--- src/rtl/i2c_calc_target.sv ---
// I2C target front-end for a byte calculator.
// A two-byte write at DEV_ADDR loads operand A then operand B and emits a
// one-cycle op_valid; reads at DEV_ADDR return the calculator result byte,
// reloaded for every byte the master ACKs.
//
// Downstream contract: op_valid is a single-cycle pulse with no ready/back-
// pressure. op_a/op_b are registered and only change at their own write loads,
// so they are stable in the op_valid cycle and remain stable until the next
// load.
module i2c_calc_target #(
    parameter logic [6:0] DEV_ADDR = 7'h2A
) (
    input  logic       clk,
    input  logic       rst_n,
    input  logic       scl_in,
    input  logic       sda_in,
    output logic       sda_oe,
    output logic [7:0] op_a,
    output logic [7:0] op_b,
    output logic       op_valid,
    input  logic [7:0] result,
    output logic       busy
);

    typedef enum logic [2:0] {
        IDLE      = 3'd0,
        ADDR      = 3'd1,
        ADDR_ACK  = 3'd2,
        WRITE     = 3'd3,
        WRITE_ACK = 3'd4,
        READ      = 3'd5,
        READ_ACK  = 3'd6
    } state_t;

    // Synchronized bus lines and their one-cycle-delayed copies.
    logic scl_meta, scl_sync, scl_prev;
    logic sda_meta, sda_sync, sda_prev;

    // Registered FSM state and datapath.
    state_t     state;
    logic [2:0] bit_cnt;
    logic [7:0] shift_reg;
    logic [1:0] byte_idx;
    logic       byte_full;  // eight bits shifted in, waiting for the SCL fall
    logic       rw_bit;
    logic       rd_acked;   // master ACKed a read byte, reload on next fall

    // Next-state values.
    state_t     state_nxt;
    logic [2:0] bit_cnt_nxt;
    logic [7:0] shift_nxt;
    logic [1:0] byte_idx_nxt;
    logic       byte_full_nxt;
    logic       rw_bit_nxt;
    logic       rd_acked_nxt;
    logic       sda_oe_nxt;
    logic [7:0] op_a_nxt;
    logic [7:0] op_b_nxt;
    logic       op_valid_nxt;

    // Bus events derived only from synchronized samples.
    logic start_det, stop_det, scl_rise, scl_fall;

    assign start_det = scl_sync & scl_prev & sda_prev & ~sda_sync;
    assign stop_det  = scl_sync & scl_prev & ~sda_prev & sda_sync;
    assign scl_rise  = scl_sync & ~scl_prev;
    assign scl_fall  = ~scl_sync & scl_prev;

    assign busy = (state != IDLE);

    // Two-flop synchronizers plus delayed copies; reset to an idle (high) bus.
    always_ff @(posedge clk or negedge rst_n) begin
        if (!rst_n) begin
            scl_meta <= 1'b1;
            scl_sync <= 1'b1;
            scl_prev <= 1'b1;
            sda_meta <= 1'b1;
            sda_sync <= 1'b1;
            sda_prev <= 1'b1;
        end else begin
            scl_meta <= scl_in;
            scl_sync <= scl_meta;
            scl_prev <= scl_sync;
            sda_meta <= sda_in;
            sda_sync <= sda_meta;
            sda_prev <= sda_sync;
        end
    end

    // State and datapath registers.
    always_ff @(posedge clk or negedge rst_n) begin
        if (!rst_n) begin
            state     <= IDLE;
            bit_cnt   <= 3'd0;
            shift_reg <= 8'd0;
            byte_idx  <= 2'd0;
            byte_full <= 1'b0;
            rw_bit    <= 1'b0;
            rd_acked  <= 1'b0;
            sda_oe    <= 1'b0;
            op_a      <= 8'd0;
            op_b      <= 8'd0;
            op_valid  <= 1'b0;
        end else begin
            state     <= state_nxt;
            bit_cnt   <= bit_cnt_nxt;
            shift_reg <= shift_nxt;
            byte_idx  <= byte_idx_nxt;
            byte_full <= byte_full_nxt;
            rw_bit    <= rw_bit_nxt;
            rd_acked  <= rd_acked_nxt;
            sda_oe    <= sda_oe_nxt;
            op_a      <= op_a_nxt;
            op_b      <= op_b_nxt;
            op_valid  <= op_valid_nxt;
        end
    end

    // Next-state logic: START/STOP first, then SCL edge handling per state.
    always_comb begin
        state_nxt     = state;
        bit_cnt_nxt   = bit_cnt;
        shift_nxt     = shift_reg;
        byte_idx_nxt  = byte_idx;
        byte_full_nxt = byte_full;
        rw_bit_nxt    = rw_bit;
        rd_acked_nxt  = rd_acked;
        sda_oe_nxt    = sda_oe;
        op_a_nxt      = op_a;
        op_b_nxt      = op_b;
        op_valid_nxt  = 1'b0;

        if (start_det) begin
            state_nxt     = ADDR;
            bit_cnt_nxt   = 3'd0;
            byte_idx_nxt  = 2'd0;
            byte_full_nxt = 1'b0;
            rd_acked_nxt  = 1'b0;
            sda_oe_nxt    = 1'b0;
        end else if (stop_det) begin
            state_nxt  = IDLE;
            sda_oe_nxt = 1'b0;
        end else begin
            case (state)
                ADDR: begin
                    if (scl_rise) begin
                        shift_nxt   = {shift_reg[6:0], sda_sync};
                        bit_cnt_nxt = bit_cnt + 3'd1;
                        if (bit_cnt == 3'd7) byte_full_nxt = 1'b1;
                    end else if (scl_fall && byte_full) begin
                        byte_full_nxt = 1'b0;
                        if (shift_reg[7:1] == DEV_ADDR) begin
                            rw_bit_nxt = shift_reg[0];
                            sda_oe_nxt = 1'b1;
                            state_nxt  = ADDR_ACK;
                        end else begin
                            sda_oe_nxt = 1'b0;
                            state_nxt  = IDLE;
                        end
                    end
                end

                ADDR_ACK: begin
                    if (scl_fall) begin
                        bit_cnt_nxt = 3'd0;
                        if (rw_bit) begin
                            // First read bit goes out on the same fall that ends the ACK.
                            shift_nxt  = result;
                            sda_oe_nxt = ~result[7];
                            state_nxt  = READ;
                        end else begin
                            sda_oe_nxt = 1'b0;
                            state_nxt  = WRITE;
                        end
                    end
                end

                WRITE: begin
                    if (scl_rise) begin
                        shift_nxt   = {shift_reg[6:0], sda_sync};
                        bit_cnt_nxt = bit_cnt + 3'd1;
                        if (bit_cnt == 3'd7) byte_full_nxt = 1'b1;
                    end else if (scl_fall && byte_full) begin
                        byte_full_nxt = 1'b0;
                        state_nxt     = WRITE_ACK;
                        case (byte_idx)
                            2'd0: begin
                                op_a_nxt     = shift_reg;
                                sda_oe_nxt   = 1'b1;
                                byte_idx_nxt = 2'd1;
                            end
                            2'd1: begin
                                op_b_nxt     = shift_reg;
                                op_valid_nxt = 1'b1;
                                sda_oe_nxt   = 1'b1;
                                byte_idx_nxt = 2'd2;
                            end
                            default: begin
                                // Extra bytes are dropped and NACKed.
                                sda_oe_nxt = 1'b0;
                            end
                        endcase
                    end
                end

                WRITE_ACK: begin
                    if (scl_fall) begin
                        sda_oe_nxt  = 1'b0;
                        bit_cnt_nxt = 3'd0;
                        state_nxt   = WRITE;
                    end
                end

                READ: begin
                    if (scl_fall) begin
                        if (bit_cnt == 3'd7) begin
                            sda_oe_nxt   = 1'b0;
                            bit_cnt_nxt  = 3'd0;
                            rd_acked_nxt = 1'b0;
                            state_nxt    = READ_ACK;
                        end else begin
                            shift_nxt   = {shift_reg[6:0], 1'b0};
                            sda_oe_nxt  = ~shift_reg[6];
                            bit_cnt_nxt = bit_cnt + 3'd1;
                        end
                    end
                end

                READ_ACK: begin
                    if (scl_rise) begin
                        if (sda_sync) state_nxt = IDLE;
                        else          rd_acked_nxt = 1'b1;
                    end else if (scl_fall && rd_acked) begin
                        rd_acked_nxt = 1'b0;
                        shift_nxt    = result;
                        sda_oe_nxt   = ~result[7];
                        bit_cnt_nxt  = 3'd0;
                        state_nxt    = READ;
                    end
                end

                default: begin
                    state_nxt = IDLE;
                end
            endcase
        end
    end

endmodule

--- config.mk ---
export PLATFORM = sky130hd
export DESIGN_NAME = i2c_calc_target
export DESIGN_NICKNAME = d
export VERILOG_FILES = /design/src/rtl/i2c_calc_target.sv
export SDC_FILE = /design/constraint.sdc
export NUM_CORES = 1
export LEC_CHECK = 0
export BUFFER_PORTS_ARGS = -buffer_cell sky130_fd_sc_hd__buf_2
export CAP_MARGIN = 20
export CORE_ASPECT_RATIO = 1.4
export CORE_UTILIZATION = 45
export DETAILED_ROUTE_END_ITERATION = 10
export PLACE_DENSITY = 0.65
export SLEW_MARGIN = 20
export SYNTH_ARGS = -nofsm -noshare
export SYNTH_HDL_FRONTEND = slang
export SYNTH_SLANG_ARGS = --single-unit
--- constraint.sdc ---
create_clock -name clk -period 4.1 [get_ports clk]
set_input_delay 0.205 -clock clk [delete_from_list [all_inputs] [get_ports clk]]
set_output_delay 0.205 -clock clk [all_outputs]
set_load 0.02 [all_outputs]
-- Word level (Yosys, flattened, before mapping)
Index checks and enable logic that the tools add are counted.
- register bits: 43
- latch bits: 0
- bits in writable memories: 0
- memory bits (read-only): 0
- input port bits: 12
- logic and storage cells: 174
- memories: 0
- add/sub/neg operators: 1
- multipliers: 0
- div/mod/pow operators: 0
- $lt $le $gt $ge: 0
- equal/unequal tests: 39
- shift operators: 0
- mux-type cells: 75
- bitwise logic cells: 16
- reductions and logical operators: 26
- operator list (kind ; number):
    2-to-1 mux 3 bit ; 22
    2-to-1 mux 8 bit ; 7
    inequality test 4 bit (second input constant) ; 12
    2-to-1 mux 1 bit ; 34
    case mux 8 bit (4 select lines) ; 1
    AND reduction 10 bit ; 3
    AND reduction 6 bit ; 4
    case mux 3 bit (6 select lines) ; 1
    inequality test 2 bit (second input constant) ; 8
    equality test 3 bit (second input constant) ; 4
    2-to-1 mux 2 bit ; 6
    inequality test 3 bit (second input constant) ; 4
    case mux 3 bit (4 select lines) ; 1
    nonzero test 3 bit ; 4
    inequality test 5 bit (second input constant) ; 2
    inverter 1 bit ; 9
    nonzero test 8 bit ; 1
    AND 1 bit ; 7
    equality test 7 x 6 -> 1 bit (second input constant) ; 1
    AND reduction 7 bit ; 1
    equality test 3 x 2 -> 1 bit (second input constant) ; 2
    inequality test 3 x 1 -> 1 bit (second input constant) ; 2
    case mux 1 bit (6 select lines) ; 1
    nonzero test 2 bit ; 3
    14 further kinds ; 17

-- Longest topological paths before layout
Gate-level depths: netlist of run 1.
- depth in word-level cells: 8
- depth in mapped cells: 7

-- Least setup slack after synthesis of run 1
No wires, ideal clock.
- path kind: flip-flop to flip-flop
- from: reg scl_prev
- to: reg op_a[0]
- setup time: 0.127 ns
- arrival: 1.737 ns
- slack: 2.236 ns
- cell stages (with the launch flop): 8
- path buffers: 2
- period minus slack after synthesis: 1.864 ns
- cells stage by stage: dfstp_2 -> buf_2 -> nor2b_4 -> nand3_2 -> nor3b_2 -> and2b_1 -> buf_4 -> mux2_1
- cells in the longest elaborated chain, start to end: 5
- RTL lines (what ; RTL line ; text):
    start: declaration ; 36 ; logic scl_meta, scl_sync, scl_prev;
    start signal: assignment ; 83 ; scl_prev <= scl_sync;
    AND 1 bit ; 64, 65 ;
    AND 1 bit, on equally long branches (2 in a row) ; 65, 64 ;
    inverter 1 bit (no source line) ; - ;
    AND reduction 6 bit (no source line) * ; - ;
    end signal: assignment ; 113 ; op_a <= op_a_nxt;
    end: declaration ; 18 ; output logic [7:0] op_a,
Mark *: on every way between the ends. The rest lies on a longest branch, timed or not.
A chain may end at the register's enable or synchronous reset.

-- Final worst setup path of run 1
- from: reg state[0]
- to: reg op_a[2]
- cells in the longest elaborated chain, start to end: 2
- RTL lines (what ; RTL line ; text):
    start: declaration ; 40 ; state_t state;
    start signal: assignment ; 105 ; state <= state_nxt;
    equality test 3 x 2 -> 1 bit ; 144 ; case (state)
    AND reduction 6 bit (no source line) ; - ;
No other way between the ends.

==> impl_metrics.ini, run 1 <==
[floorplanning]
rows = 29
die_y_um = 84.30
fp.dieW_um = 60.79
core-area_sq_um = 4572
initial_core_util_pct = 47.62
dieArea_sq_um = 5124
io_pins = 31

[synth]
yosys-top-cells-count = dfrtp_1, a21oi_1, nor2_1
synth_ff_type = dfrtp_1
synth_compound_area_share_pct = 15.52
synth_edf_count = 0
ys_seq_elements = 43
synth_most_common_cell = dfrtp_1
synth.mux.area_fraction_pct = 13.51
synth_top_area_cell = dfrtp_1
syn-instance-count = 208
synth_top_cell_area_share_pct = 42.53
synth_top_family_by_area = simple AND/OR/NAND/NOR gates
synth_warnings = 0
synth-xor-area-share_pct = 0.4023
syn_area_sq_um = 2177
synth.area.top_cells = dfrtp_1, dfstp_2, mux2_2
seq_area_frac_synth_pct = 49.77
synth_fa_ha_area_share_pct = 1.149
avgSynthCellArea_sq_um = 10.47
async_flop_share_pct = 100.0
ys_types = 48
synth-simple-area-share_pct = 15.92
synth_fp_nets = 222

[worst_setup_path]
crit_fanout = 22
r2r_end = op_a[2]
reg2reg_from = state[0]
reg2reg_depth = 5
path_buf_inv = 0
cp_data_arrival_time_ns = 2.72
endpoint_kind = register
crit_chain = nor2b_1 -> nand3_2 -> nor3b_2 -> and2b_1 -> mux2_1
critPathKind = register to register
rrSetupSlack_ns = 1.57
cp_slowest_cell = dfrtp_1
cp_slowest_stage_delay_ns = 0.70
cp-start-kind = register
crit_family = simple AND/OR/NAND/NOR gates
worstPathRequired_ns = 4.29

[clock_tree]
cts_tree = done
post-cts-setup-buffers = 0
path_clk_slew_ns = 0.09
htreeDepth = 2
cts-root-buf = clkbuf_8
cts.repair.resized = 0
clock_sinks = 43
cts.path.max_buffers = 2
insertion_delay_ns = 0.30
cts_buffers = 5

[layout]
final_cell_count_no_fill = 298
nets = 249
n_antenna_cell = 0
area_growth_pct = 13.05
drive_gt1_share_pct = 25.85
nFillCells = 440

[pwr]
peakVddDrop_mv = 0.3001
p_sw_mw = 0.2304
p_clk_share_pct = 33.4
intPower_mw = 0.6317
powerDensity_nw_per_um2 = 350.3
pwr-share-seq_pct = 57.2
comb_power_share_pct = 9.4
p_leak_nw = 1.200
sw_frac_of_total_pct = 26.72

[placed_design]
hpwlAfterDp_mm = 3.149
gp_congestion = 0.8206
dp_cells = 288
portBuffers = 30

[routing]
ant_nets = 0
dr.pass1.iters = 5
drt_wl_total_mm = 4.529
wl_per_cell_um = 15.20
drc = 0
drtIter0Drc = 50
vias = 1643
vias_per_cell = 5.513

[sta]
max_slew_margin_pct = 36.50
fin_crit_ns = 2.527
fmax_mhz = 395.7
tightest_slew_ns = 0.9525
fin_crit_sh_pct = 61.64
slew_viol_final = 0
finalHoldViolCount = 0
rsz0062_at_grt = false
setup_viol = 0
fin_tns_setup_ns = 0
clock_skew_ns = 0.006105

[global_routing]
grt_pass1_vias = 1555
grt_use_total_pct = 20.00
antenna_found_initial = 0
grt_max_degree = 44
grt_overflow = 0
grt_pass1_wl_mm = 7.596

[job]
cap_viol_max_count = 0

[hold_path]
hold_class = input port to asynchronous set/reset pin

[run_status]
status = completed
==> placed cells by master, fill, tap and decap left out, types with 8 or more instances in the layout <==
master   synthesis  layout
mux2_2          11      11
nand2_1         12      12
mux2_1           8       8
a21oi_1         19      19
nor2_1          18      18
mux2i_1          8       8
buf_2            8      30
dfrtp_1         37      37
o21ai_0         14      14
==> worst max-delay path by stage <==
stage	slack (ns)	to	startpoint	depth (start not counted)
6_report	1.57	op_a[2]	state[0]	5
4_1_cts	1.61	op_a[3]	state[0]	5
3_5_place_dp	1.61	op_a[3]	state[0]	5
5_1_grt	1.35	op_a[7]	state[0]	5
3_3_place_gp	1.69	op_a[1]	state[0]	5
2_1_floorplan	2.24	op_a[0]	scl_prev	7
==> power groups by stage <==
stage               clock network, mW  logic (mW)  registers (mW)
finish                          0.288      0.0808           0.493
global route                    0.312      0.0914           0.501
CTS                             0.301      0.0820           0.494
detailed placement                  0      0.0805           0.502
global placement                    0      0.0786           0.502
floorplan                           0      0.0622           0.484
==> per-stage QoR <==
stage | area (sq um) | setup WS, ns | total power [mW] | util [%] | hold WS [ns]
finish | 2461 | 1.573 | 0.8621 | 53.83 | 0.04465
global route | 2461 | 1.354 | 0.9042 | 53.83 | 0.1344
CTS | 2461 | 1.606 | 0.8774 | 53.83 | 0.07835
detailed placement | 2342 | 1.611 | 0.5825 | 51.23 | 0.3120
global placement | 2342 | 1.690 | 0.5801 | 51.23 | 0.3108
floorplan | 2177 | 2.236 | 0.5462 | - | -0.09059
==> cells by family after synthesis <==
group	after synthesis
buf+inv	17
compound gates	54
fa+ha+maj	2
flops	43
simple gates	64
xor+xnor	1
mux	27
==> metal layers <==
metal | share of wire, % | vias to the layer above | GRT usage (%)
li1 | - | 791 | -
met1 | 42 | 802 | 25.31
met2 | 51 | 38 | 31.87
met3 | 3.2 | 12 | 4.160
met4 | 3.1 | 0 | 9.711
met5 | 0 | - | 0
==> area by class of cell <==
type | instances | area, sq um | area share [%]
Tap cell | 62 | 77.57 | 3.152
Multi-Input combinational cell | 148 | 1012 | 41.13
Sequential cell | 43 | 1084 | 44.03
Timing Repair Buffer | 32 | 170.2 | 6.914
Clock inverter | 2 | 16.27 | 0.6609
Inverter | 5 | 18.77 | 0.7626
Clock buffer | 6 | 82.58 | 3.355
==> timing repair <==
action	CTS	global route
hold buffers	2	0
hold endpoints to repair	2	0
endpoints found under the setup margin	0	0
No activity file was read; power rests on OpenSTA's default activity.
==> run 2: changes to the inputs <==
clock period = 2.45 ns   (was 4.1 ns; I/O delays follow)
==> run 2 against run 1 <==
Effect of this change: the flow now finishes with violations (negative hold slack); via count decreased by 0.49%; critical endpoint unchanged; register-to-register slack worse by 1.2 ns; clock power rose by 68%; die area is the same; clock skew decreased by 0.0027 ns; sequential cell count stayed put.
==> impl_metrics.ini, run 2 (same netlist as run 1, synthesis figures left out) <==
[hold_path]
hold_class = input port to asynchronous set/reset pin

[layout]
final_common_cell = dfrtp_1
mostFrequentLayoutCells = dfrtp_1, buf_2, a21oi_1
nets = 255
area_growth_pct = 15.11
drive_gt1_share_pct = 27.69
n_antenna_cell = 0
final_cell_count_no_fill = 304
nFillCells = 430

[clock_tree]
cts.repair.resized = 0
postCtsHoldBufs = 2
post-cts-setup-buffers = 0
insertion_delay_ns = 0.30
cts-root-buf = clkbuf_8
path_clk_slew_ns = 0.08
htreeDepth = 2
cts.path.max_buffers = 2
cts_buffers = 5
cts_tree = done
clock_sinks = 43

[global_routing]
met3_usage_pct = 4.006
grtUsageMet2_pct = 33.07
antenna_found_initial = 0
global_route.peak_usage_layer = met2
grt_use_total_pct = 19.82
grt_pass1_vias = 1564
met1_usage_pct = 25.28
grt_overflow = 0
grt_max_degree = 44
grt_pass1_wl_mm = 7.493

[sta]
holdWs_ns = -0.04706
finalHoldViolCount = 37
fmax_mhz = 492.1
clock_skew_ns = 0.003371
fin_tns_setup_ns = 0
max_slew_margin_pct = 38.33
setup_viol = 0
fin_crit_ns = 2.032
rsz0062_at_grt = false
slew_viol_final = 0
fin_crit_sh_pct = 82.94
tightest_slew_ns = 0.9251

[worst_setup_path]
path_buf_inv = 0
cp_slowest_stage_delay_ns = 0.62
cp.depth = 5
endpoint_kind = register
rrSetupSlack_ns = 0.42
r2r_end = op_a[2]
critPathKind = register to register
worstPathRequired_ns = 2.64
reg2reg_depth = 5
crit_fanout = 10
cp_data_arrival_time_ns = 2.22
crit_family = simple AND/OR/NAND/NOR gates
cp_slowest_cell = dfstp_2
reg2reg_from = scl_prev
crit_chain = nor2b_4 -> nand3_2 -> nor3b_2 -> and2b_1 -> mux2_1
cp-start-kind = register

[routing]
ant_nets = 0
drtIter0Drc = 45
drc = 0
dr.pass1.iters = 4
drt_wl_total_mm = 4.498
wl_per_cell_um = 14.80
vias = 1635
vias_per_cell = 5.378

[run_status]
violations = negative hold slack
status = complete, but fails checks

[floorplanning]
fp.dieW_um = 60.79
core-area_sq_um = 4572
io_pins = 31
rows = 29
die_y_um = 84.30
dieArea_sq_um = 5124
initial_core_util_pct = 47.62

[pwr]
powerDensity_nw_per_um2 = 576.9
p_leak_nw = 1.232
peakVddDrop_mv = 0.5314

[placed_design]
portBuffers = 30
gp_congestion = 0.8339
hpwlAfterDp_mm = 3.157
dp_cells = 294

[job]
cap_viol_max_count = 0
run 2: layout make-up:
type                            count  area (sq um)  area share, %
Sequential cell                    43          1084          43.24
Multi-Input combinational cell    148          1012          40.39
Timing Repair Buffer               38         215.2          8.587
Clock buffer                        6         82.58          3.295
Tap cell                           62         77.57          3.095
Inverter                            5         18.77         0.7489
Clock inverter                      2         16.27         0.6490
run 2: routing by layer:
| layer | up-vias | share of wire [%] |
|---|---|---|
| met5 | - | 0 |
| met4 | 0 | 1.6 |
| met3 | 7 | 3.7 |
| met2 | 37 | 53 |
| met1 | 782 | 42 |
| li1 | 809 | - |
run 2: worst reg2reg max path, delay by kind of cell, from the launching register on:
kind,cells,cell delay (ns)
AND/OR/NAND/NOR,4,0.94
flip-flops,1,0.62
multiplexers,1,0.36
run 2: how the worst max path moves through the flow:
| stage | slack (ns) | end | from |
|---|---|---|---|
| after CTS | 0.39 | op_a[0] | scl_prev |
| after detailed placement | 0.41 | op_a[1] | scl_prev |
| final | 0.42 | op_a[2] | scl_prev |
| after global placement | 0.46 | op_a[6] | scl_prev |
| after floorplan | 0.59 | op_a[0] | scl_prev |
| after global routing | 0.29 | op_a[2] | scl_prev |
run 2: power by group:
part | internal (mW) | total, mW | switching [mW] | leakage [nW]
registers | 0.759 | 0.820 | 0.0612 | 0.548
clock network | 0.230 | 0.485 | 0.255 | 0.0474
logic | 0.0701 | 0.140 | 0.0702 | 0.637
run 2: per-stage QoR:
stage | utilization [%] | cell area [sq um] | power (mW) | setup slack [ns]
2_1_floorplan | - | 2177 | 0.9141 | 0.5858
3_5_place_dp | 52.22 | 2387 | 0.9756 | 0.4150
6_report | 54.82 | 2506 | 1.446 | 0.4180
5_1_grt | 54.82 | 2506 | 1.510 | 0.2924
3_3_place_gp | 52.22 | 2387 | 0.9716 | 0.4599
4_1_cts | 54.82 | 2506 | 1.460 | 0.3905
==> run 3: changes to the inputs <==
ABC_AREA = 1   (was default)
PLACE_DENSITY = 0.67   (was 0.65)
clock period = 1.7 ns   (was 2.45 ns; I/O delays follow)
==> run 3 against run 2 <==
Effect of this change: the run now ends clean; maximum frequency grew 24%; count of clock-buffer cells in the layout shrank 1; utilization grew 4.4 points; cell count grew 40%; combinational power grew to 2.7 times the previous value; sequential share of layout area shrank 6.2 points; global-route usage grew 2.2 points; hold slack gained 0.11 ns; non-clock buffer count grew 15; largest cell class is now multi-input combinational cells; highest routed layer unchanged.
==> impl_metrics.ini, run 3 <==
[run_status]
status = completed

[global_routing]
antenna_found_initial = 0
grt_pass1_vias = 2062
grt_use_total_pct = 22.00
grt_max_degree = 44
grt_pass1_wl_mm = 9.363
grt_overflow = 0

[layout]
drive_gt1_share_pct = 34.90
area_growth_pct = 24.01
nets = 374
n_antenna_cell = 0
mostFrequentLayoutCells = nand2_1, dfrtp_1, buf_2
nFillCells = 490
final_common_cell = nand2_1
post-route-util_pct = 59.22

[worst_setup_path]
crit_fanout = 6
reg2reg_from = scl_prev
crit_family = flip-flops
cp-start-kind = register
cp_slowest_cell = dfstp_2
r2r_end = rd_acked
reg2reg_depth = 10
cp_data_arrival_time_ns = 1.84
critPathKind = register to register
cp_slowest_stage_delay_ns = 0.58
worstPathRequired_ns = 1.90
crit_top_cell = nand2_1
endpoint_kind = register
path_buf_inv = 3
rrSetupSlack_ns = 0.06
crit_chain = buf_4 -> nand2_1 -> inv_2 -> nand3_2 -> buf_4 -> nand3_1 -> o21a_1 -> nand2_1 -> nand2_1 -> nand2_1

[placed_design]
gp_congestion = 0.8919
hpwlAfterDp_mm = 4.267
portBuffers = 30

[floorplanning]
initial_core_util_pct = 47.75
io_pins = 31
fp.dieW_um = 63.28
dieArea_sq_um = 5556
die_y_um = 87.80
rows = 30
core-area_sq_um = 4955

[synth]
synth_ff_type = dfrtp_1
ys_types = 31
seq_area_frac_synth_pct = 45.80
syn-instance-count = 303
ys_seq_elements = 43
synth_edf_count = 0
synth_warnings = 0
synth_top_cell_area_share_pct = 39.13
async_flop_share_pct = 100.0
syn_area_sq_um = 2366
synth_top_area_cell = dfrtp_1
synth_fp_nets = 317
avgSynthCellArea_sq_um = 7.809
synth.area.top_cells = dfrtp_1, nand2_1, dfstp_2
yosys-top-cells-count = nand2_1, dfrtp_1, nor2_1
synth_most_common_cell = nand2_1

[routing]
drc = 0
ant_nets = 0
drtIter0Drc = 83
vias = 2122
drt_wl_total_mm = 5.601
wl_per_cell_um = 13.18
dr.pass1.iters = 4
vias_per_cell = 4.993

[pwr]
powerDensity_nw_per_um2 = 760.3
peakVddDrop_mv = 0.6227
p_leak_nw = 1.540

[sta]
fmax_mhz = 609.2
rsz0062_at_grt = true
slew_viol_final = 0
setup_viol = 0
fin_crit_ns = 1.642
clock_skew_ns = 0.006779
max_slew_margin_pct = 64.90
fin_tns_setup_ns = 0
fin_crit_sh_pct = 96.56
finalHoldViolCount = 0
tightest_slew_ns = 0.5266

[hold_path]
worstHoldStart = result[4]
min_path_cells = 3
holdPathEnd = shift_reg[4]
hold_class = input port to register

[clock_tree]
cts_tree = done
clock_sinks = 43
htreeDepth = 2
cts.path.max_buffers = 2
cts_buffers = 5
cts-root-buf = clkbuf_8
insertion_delay_ns = 0.30
path_clk_slew_ns = 0.09

[job]
cap_viol_max_count = 0
[run 3: routing by layer]
| layer | GRT usage [%] | up-vias | part of all wire, % |
|---|---|---|---|
| met3 | 3.385 | 10 | 2.3 |
| met5 | 0 | - | 0 |
| met2 | 39.39 | 36 | 53 |
| met1 | 25.58 | 990 | 42 |
| met4 | 10.95 | 0 | 2.8 |
| li1 | - | 1086 | - |
[run 3: cells by family (layout without fill, tap and decap cells)]
kind of cell    Yosys count  in the layout  synth area share, %
simple gates            174            176                34.43
flops                    43             43                45.80
compound gates           49             49                11.95
buf+inv                  35             91                6.769
fa+ha+maj                 2              2                1.057
[run 3: worst max-delay path by stage]
stage | startpoint | endpoint | slack (ns) | depth (start not counted)
after detailed placement | scl_prev | state[0] | -0.07 | 11
after global placement | scl_prev | state[1] | -0.05 | 11
after CTS | scl_sync | shift_reg[2] | 0.03 | 6
after floorplan | scl_prev | state[0] | 0.15 | 11
after global routing | scl_sync | state[1] | -0.04 | 10
final | scl_prev | rd_acked | 0.06 | 10
[run 3: final cells by class]
cell class	count	area, sq um	share of cell area [%]
Clock buffer	5	68.82	2.345
Clock inverter	3	25.02	0.8529
Inverter	30	115.1	3.923
Multi-Input combinational cell	227	1229	41.88
Sequential cell	43	1086	37.01
Tap cell	64	80.08	2.729
Timing Repair Buffer	53	330.3	11.26
[run 3: where the power goes]
group          internal (mW)  switching [mW]
Clock                  0.294           0.368
Combinational          0.150           0.222
Sequential              1.11          0.0833
[run 3: per-stage QoR]
| step | total power, mW | setup slack (ns) | hold slack (ns) | cells | cell area, sq um |
|---|---|---|---|---|---|
| 2_1_floorplan | 1.425 | 0.1451 | -0.2106 | 303 | 2366 |
| 3_3_place_gp | 1.541 | -0.05232 | 0.1896 | 405 | 2649 |
| 3_5_place_dp | 1.551 | -0.06545 | 0.1877 | 405 | 2649 |
| 4_1_cts | 2.224 | 0.03027 | 0.05704 | 417 | 2800 |
| 5_1_grt | 2.359 | -0.04231 | 0.07671 | 425 | 2934 |
| 6_report | 2.231 | 0.05846 | 0.06393 | 425 | 2934 |
[run 3: what timing repair did]
item | 4_1_cts | 5_1_grt
pin swaps | 0 | 9
endpoints found under the hold margin | 39 | 0
buffers inserted | 0 | 7
cloned | 1 | 1
setup endpoints to repair | 10 | 24
gates resized for setup | 5 | 23
hold buffers | 3 | 0
[run 3: tightest hold or removal path: cells and delay by family]
family                 cells  cell delay, ns
buffers and inverters      1            0.08
AO/OA/AOI/OAI              2            0.17
